## src/rtl/hwag_pkg.sv

```systemverilog
// Shared constants and types for the HWAG crank-signal path.
// Contents: counter widths, default wheel geometry (60-2), smallest
// accepted generator period, and the crank wheel generator state type.
package hwag_pkg;

    localparam int PCNT_WIDTH     = 24;  // tooth period counter width
    localparam int TCNT_WIDTH     = 8;   // tooth slot index width
    localparam int HWAG_TOOTH_NUM = 60;  // slots per revolution, gap included
    localparam int HWAG_GAP_TEETH = 2;   // missing teeth at end of revolution
    localparam int CWG_PERIOD_MIN = 4;   // shortest slot the generator will emit

    typedef enum logic [1:0] {
        IDLE,
        HIGH,
        LOW,
        GAP
    } cwg_state_t;

endpackage

```

## src/rtl/counting.sv

```systemverilog
// counter_compare: free-running up-counter with synchronous clear and a
// terminal-value compare.
// Ports:
//   clk   in   clock
//   rst   in   asynchronous reset, active-low (count -> 0)
//   en    in   count enable
//   srst  in   synchronous clear, wins over en
//   dtop  in   terminal value
//   cnt   out  current count
//   hit   out  cnt == dtop
module counter_compare #(
    parameter int WIDTH = 24
) (
    input  logic             clk,
    input  logic             rst,
    input  logic             en,
    input  logic             srst,
    input  logic [WIDTH-1:0] dtop,
    output logic [WIDTH-1:0] cnt,
    output logic             hit
);

    always_ff @(posedge clk or negedge rst) begin
        if (!rst) begin
            cnt <= '0;
        end else if (srst) begin
            cnt <= '0;
        end else if (en) begin
            cnt <= cnt + WIDTH'(1);
        end
    end

    assign hit = (cnt == dtop);

endmodule

```

## src/rtl/crank_wheel_gen.sv

```systemverilog
// crank_wheel_gen: synthesises a toothed crank wheel signal (default 60-2)
// at a programmable, runtime-changeable slot period, for driving the HWAG
// capture/sync chain during bench and in-system self-test.
// Ports:
//   clk          in   system clock
//   rst          in   asynchronous reset, active-low
//   ena          in   run request; sampled only in IDLE and at slot ends
//   period       in   requested slot length in clk cycles
//   period_load  in   1-clk strobe, captures max(period, PERIOD_MIN) to shadow
//   tooth_out    out  wheel signal, high while a tooth is present
//   tooth_num    out  current slot index 0..TOOTH_NUM-1
//   rev_out      out  1-clk pulse on the rising edge of tooth 0
//   busy         out  generator running
module crank_wheel_gen #(
    parameter int PERIOD_WIDTH = hwag_pkg::PCNT_WIDTH,
    parameter int TCNT_WIDTH   = hwag_pkg::TCNT_WIDTH,
    parameter int TOOTH_NUM    = hwag_pkg::HWAG_TOOTH_NUM,
    parameter int GAP_TEETH    = hwag_pkg::HWAG_GAP_TEETH,
    parameter int PERIOD_MIN   = hwag_pkg::CWG_PERIOD_MIN
) (
    input  logic                    clk,
    input  logic                    rst,
    input  logic                    ena,
    input  logic [PERIOD_WIDTH-1:0] period,
    input  logic                    period_load,
    output logic                    tooth_out,
    output logic [TCNT_WIDTH-1:0]   tooth_num,
    output logic                    rev_out,
    output logic                    busy
);

    import hwag_pkg::*;

    localparam logic [PERIOD_WIDTH-1:0] P_MIN     = PERIOD_WIDTH'(PERIOD_MIN);
    localparam logic [TCNT_WIDTH-1:0]   LAST_SLOT = TCNT_WIDTH'(TOOTH_NUM - 1);
    localparam logic [TCNT_WIDTH-1:0]   NUM_TEETH = TCNT_WIDTH'(TOOTH_NUM - GAP_TEETH);

    cwg_state_t              state;
    logic [PERIOD_WIDTH-1:0] shadow;
    logic [PERIOD_WIDTH-1:0] shadow_nxt;
    logic [PERIOD_WIDTH-1:0] active;
    logic [PERIOD_WIDTH-1:0] cnt;
    logic [PERIOD_WIDTH-1:0] dtop;
    logic [PERIOD_WIDTH-1:0] high_top;
    logic                    hit;
    logic                    hi_end;
    logic                    slot_end;
    logic                    timer_srst;
    logic [TCNT_WIDTH-1:0]   next_slot;

    // The shadow value that will be in force after this edge. Slot starts copy
    // this rather than the register so a load on the same clk governs the slot.
    assign shadow_nxt = period_load ? ((period < P_MIN) ? P_MIN : period) : shadow;

    assign dtop       = active - PERIOD_WIDTH'(1);
    assign high_top   = (active >> 1) - PERIOD_WIDTH'(1);
    assign hi_end     = (state == HIGH) && (cnt == high_top);
    assign slot_end   = ((state == LOW) || (state == GAP)) && hit;
    // Timer held at 0 while idle so slot 0 starts counting from 0.
    assign timer_srst = (state == IDLE) || slot_end;
    assign next_slot  = (tooth_num == LAST_SLOT) ? '0 : tooth_num + TCNT_WIDTH'(1);

    counter_compare #(
        .WIDTH (PERIOD_WIDTH)
    ) u_slot_timer (
        .clk  (clk),
        .rst  (rst),
        .en   (state != IDLE),
        .srst (timer_srst),
        .dtop (dtop),
        .cnt  (cnt),
        .hit  (hit)
    );

    always_ff @(posedge clk or negedge rst) begin
        if (!rst) begin
            shadow <= P_MIN;
        end else begin
            shadow <= shadow_nxt;
        end
    end

    always_ff @(posedge clk or negedge rst) begin
        if (!rst) begin
            state     <= IDLE;
            active    <= P_MIN;
            tooth_out <= 1'b0;
            tooth_num <= '0;
            rev_out   <= 1'b0;
            busy      <= 1'b0;
        end else begin
            rev_out <= 1'b0;
            case (state)
                IDLE: begin
                    if (ena) begin
                        state     <= HIGH;
                        active    <= shadow_nxt;
                        tooth_out <= 1'b1;
                        tooth_num <= '0;
                        rev_out   <= 1'b1;
                        busy      <= 1'b1;
                    end
                end
                HIGH: begin
                    if (hi_end) begin
                        state     <= LOW;
                        tooth_out <= 1'b0;
                    end
                end
                LOW, GAP: begin
                    // Slot end is the only place ena is honoured once running.
                    if (hit) begin
                        active <= shadow_nxt;
                        if (!ena) begin
                            state     <= IDLE;
                            tooth_out <= 1'b0;
                            tooth_num <= '0;
                            busy      <= 1'b0;
                        end else begin
                            tooth_num <= next_slot;
                            if (next_slot < NUM_TEETH) begin
                                state     <= HIGH;
                                tooth_out <= 1'b1;
                                rev_out   <= (next_slot == '0);
                            end else begin
                                state     <= GAP;
                                tooth_out <= 1'b0;
                            end
                        end
                    end
                end
                default: state <= IDLE;
            endcase
        end
    end

endmodule

```

## config.mk

```make
export PLATFORM = sky130hd
export DESIGN_NAME = crank_wheel_gen
export DESIGN_NICKNAME = d
export VERILOG_FILES = /design/src/rtl/hwag_pkg.sv /design/src/rtl/counting.sv /design/src/rtl/crank_wheel_gen.sv
export SDC_FILE = /design/constraint.sdc
export NUM_CORES = 1
export LEC_CHECK = 0
export ABC_AREA = 1
export CAP_MARGIN = 20
export CORE_ASPECT_RATIO = 2
export CORE_MARGIN = 2
export CORE_UTILIZATION = 25
export DETAILED_ROUTE_END_ITERATION = 12
export HOLD_SLACK_MARGIN = 0.05
export PLACE_DENSITY = 0.49
export SLEW_MARGIN = 0
export SYNTH_ARGS = -nofsm -noshare
export SYNTH_HDL_FRONTEND = slang
export SYNTH_SLANG_ARGS = --single-unit
```

## constraint.sdc

```tcl
create_clock -name clk -period 3.2 [get_ports clk]
set_input_delay 0.8 -clock clk [delete_from_list [all_inputs] [get_ports clk]]
set_output_delay 0.8 -clock clk [all_outputs]
set_load 0.05 [all_outputs]
```

==> run summary <==
Run status = complete, no violations
Crit-path leading delay family = simple AND/OR/NAND/NOR gates
CP Cell Sequence = inv_1 > ha_1 > nand2_2 > nor2_4 > nand2_1 > nand2_1 > nand2_1 > nand2_1 > nand2_1 > nor2_1 > nand3_1 > nor2_2 > nand2_2 > nand2_4 > buf_6 > nand4_1 > nand2_1
Path type of the worst min-delay path = primary input to async pin
Number of antenna violations at the first check in global routing = 0
Most common cell after layout, fill and taps aside = nand2_1
Worst endpoint data arrival time = 3300 ps
Worst Path Required = 3500 ps
Category of the worst setup path capture point = register
Routed Antenna Nets = 0
Type of origin of the critical path = register
Yosys cell types = 40
Routed WL per cell = 17.43 µm
Synthesis warning total = 0
Number of cells on the worst reg-to-reg path = 17
Mean Syn Cell Area = 7.286 µm²
Number of levels the H-tree was split into = 3
Remaining max-slew budget at the tightest pin = 58.34%
TritonCTS clock tree = built
Cell count after placement = 1116
Number of post-CTS setup repair buffers = 0
P_leak = 0.003386 µW
Flip-flop cell with the highest count after synthesis = dfrtp_1
PwrDens = 341.4 mW/mm²
Final wirelength = 19740 µm
DIE WIDTH = 113.0 µm
FF-to-FF Start = active[1]
Delay contributed by the slowest stage of the critical path = 410 ps
Core footprint = 0.02333 mm²
Synth Register Bits = 85
Largest fanout on the critical path = 25
Number of placement rows = 79
FMAX = 333.4 MHz
DRC violations left = 0
Number of buffers inserted during clock tree synthesis = 9
Number of failing hold endpoints at the final stage = 0
Number of port buffers = 38
Post-synthesis sequential area ratio = 35.82%
Post-Place Worst Slack = 185.4 ps
Violation count after the first detailed-route iteration = 198
Transition time at the pin with the least slew margin = 624.9 ps
Die span in y = 222.1 µm
Placed wire-length estimate = 15620 µm
Number of top-level pins = 39
Unrepaired setup endpoints after global routing = yes
Final period util = 93.74%
Skew final = 11.21 ps
Number of iterations in the first detailed-routing pass = 5
Final-report setup violation count = 0
Count of inserted antenna diode cells = 0
Post-Syn Nets = 849
Summed instance area of the synthesized netlist = 0.005946 mm²
Largest voltage drop on the vdd net = 0.4663 mV
Max-Cap Viols = 0
Sinks on the clock net = 85
Final Instance Count excl. Fillers = 1133
Die area = 0.02511 mm²
Fraction of post-synthesis cell area in the top cell type by area = 34.93%
Clock root buffer = clkbuf_16
Overall via count from detail_route = 5429
Clk_lat worst skew = 370 ps
Via count of the first global-routing pass = 5669
Library cell occupying the most area in the post-synthesis netlist = dfrtp_1
Post-Synthesis Cells = 816
Maximum number of pins on one net before global-route repair = 46
Async set or reset register ratio after synthesis = 100.0%
Clock-pin transition on the worst setup and hold timing paths = 70 ps
Final setup slack of the worst path = 200.2 ps
Starting density of the core = 25.49%
Class of the most critical setup path = register to register
Slowest cell on the critical path = dfrtp_1
Critical path depth in cells = 17
Wire length of the first global-routing pass = 30890 µm
Via-per-instance ratio = 4.792
Most frequent cells in the layout = nand2_1 (246), nor2_1 (100), dfrtp_1 (83)
Post-layout net count = 878
Fraction of final layout cells with drive strength greater than 1 = 10.35%
Area Overhead vs Synth = 15.74%
Fin. max-slew vios = 0
Beginning of the critical path = active[1]
Final weighted congestion of routability-driven global placement = 0.9457
GRT overflow = 0
Combined buffer and inverter count along the critical path = 2
Most prevalent standard cell on the critical path = nand2_1
Clock Path Buffers = 2
Count of flip-flops with a built-in enable after synthesis = 0
Top cells by area in the synthesized netlist = dfrtp_1 (35%), nand2_1 (16%), nor2_1 (6.3%), nand4_1 (5.5%), nand3_1 (5.0%)
Min cycle time layout = 3000 ps
Overall routing resource usage = 16.30%
## final timing paths
kind                                            end  slack [ps]
worst max-delay path                      active[8]         200
worst min-delay path                      tooth_out         450
worst max register to register            active[8]         200
worst min register to register            tooth_out         480
max in group asynchronous       u_slot_timer.cnt[9]        2080
min in group clk                          tooth_out         480
## metrics by stage
step | utilization, % | setup TNS (ps) | hold WS, ps | power (µW) | area, µm²
2_1_floorplan | - | 0 | 463.0 | 1176 | 5946
3_3_place_gp | 28.08 | 0 | 472.9 | 1258 | 6551
3_5_place_dp | 28.08 | 0 | 472.7 | 1259 | 6551
4_1_cts | 29.41 | 0 | 462.2 | 2393 | 6860
5_1_grt | 29.50 | -90.96 | 495.4 | 2435 | 6882
6_report | 29.50 | 0 | 446.3 | 2349 | 6882
## layer usage
metal	share of wire, %	wire length [µm]	up-vias	track usage (%)
met5	0	0	-	0
met4	7.7	1513	0	12.39
met3	2.4	468	68	2.023
met2	58	11410	128	32.18
met1	32	6354	2537	14.26
li1	-	-	2696	-
## state kept, by name, summed over array words and instances, names as in the netlist
register / cells
rev_out: 1
tooth_num: 8
active: 24
shadow: 24
busy: 1
state: 2
tooth_out: 1
u_slot_timer.cnt: 24
## synthesized netlist by cell type (2+ instances only)
cell / instances
clkinv_1: 2
nand2_1: 246
buf_6: 5
xnor2_1: 24
o21bai_1: 3
inv_2: 3
nor3b_1: 2
nand2_2: 9
nand4_1: 52
nor2_2: 8
clkbuf_1: 10
and2_1: 3
xor2_1: 29
dfrtp_1: 83
a21oi_1: 2
nor2_4: 11
nor2_1: 100
dfstp_2: 2
mux2_2: 21
ha_1: 5
nand3b_1: 11
nor4_1: 6
buf_8: 2
inv_1: 71
buf_4: 3
buf_2: 10
nand3_1: 59
o21ai_0: 15
nor3_1: 8
## cell families (layout without fill, tap and decap cells)
kind of cell	count (synthesis)	after routing	synth area share (%)
AOI/OAI and AO/OA	24	24	2.504
xor gates and xnor gates	53	53	7.807
and+or+nand+nor	520	521	40.32
buffers and inverters	108	141	8.523
DFF	85	85	35.82
adders and majority gates	5	5	1.052
muxes	21	21	3.977
## final cells by class
cell class              count  area (µm²)
fillers                  2603       16450
multi-input cells         624        3327
flip-flops and latches     85        2130
repair buffers             49       476.7
well taps                 283       354.1
inverters                  76       285.3
clock buffers              10       239.0
clock inverters             6       70.07
## timing repair
action / in CTS / in global routing
resized for setup: 0 / 2
hold buffers: 0 / 0
setup endpoints to repair: 0 / 33
## power breakdown
group | total, µW | leakage [µW] | internal [µW] | switching [µW]
Combinational | 124 | 0.00213 | 60.2 | 64.0
Clock | 1110 | 0.000142 | 632 | 482
Sequential | 1110 | 0.00111 | 1100 | 6.92
Total | 2350 | 0.00339 | 1800 | 553
Power figures use the tool's default switching activity.
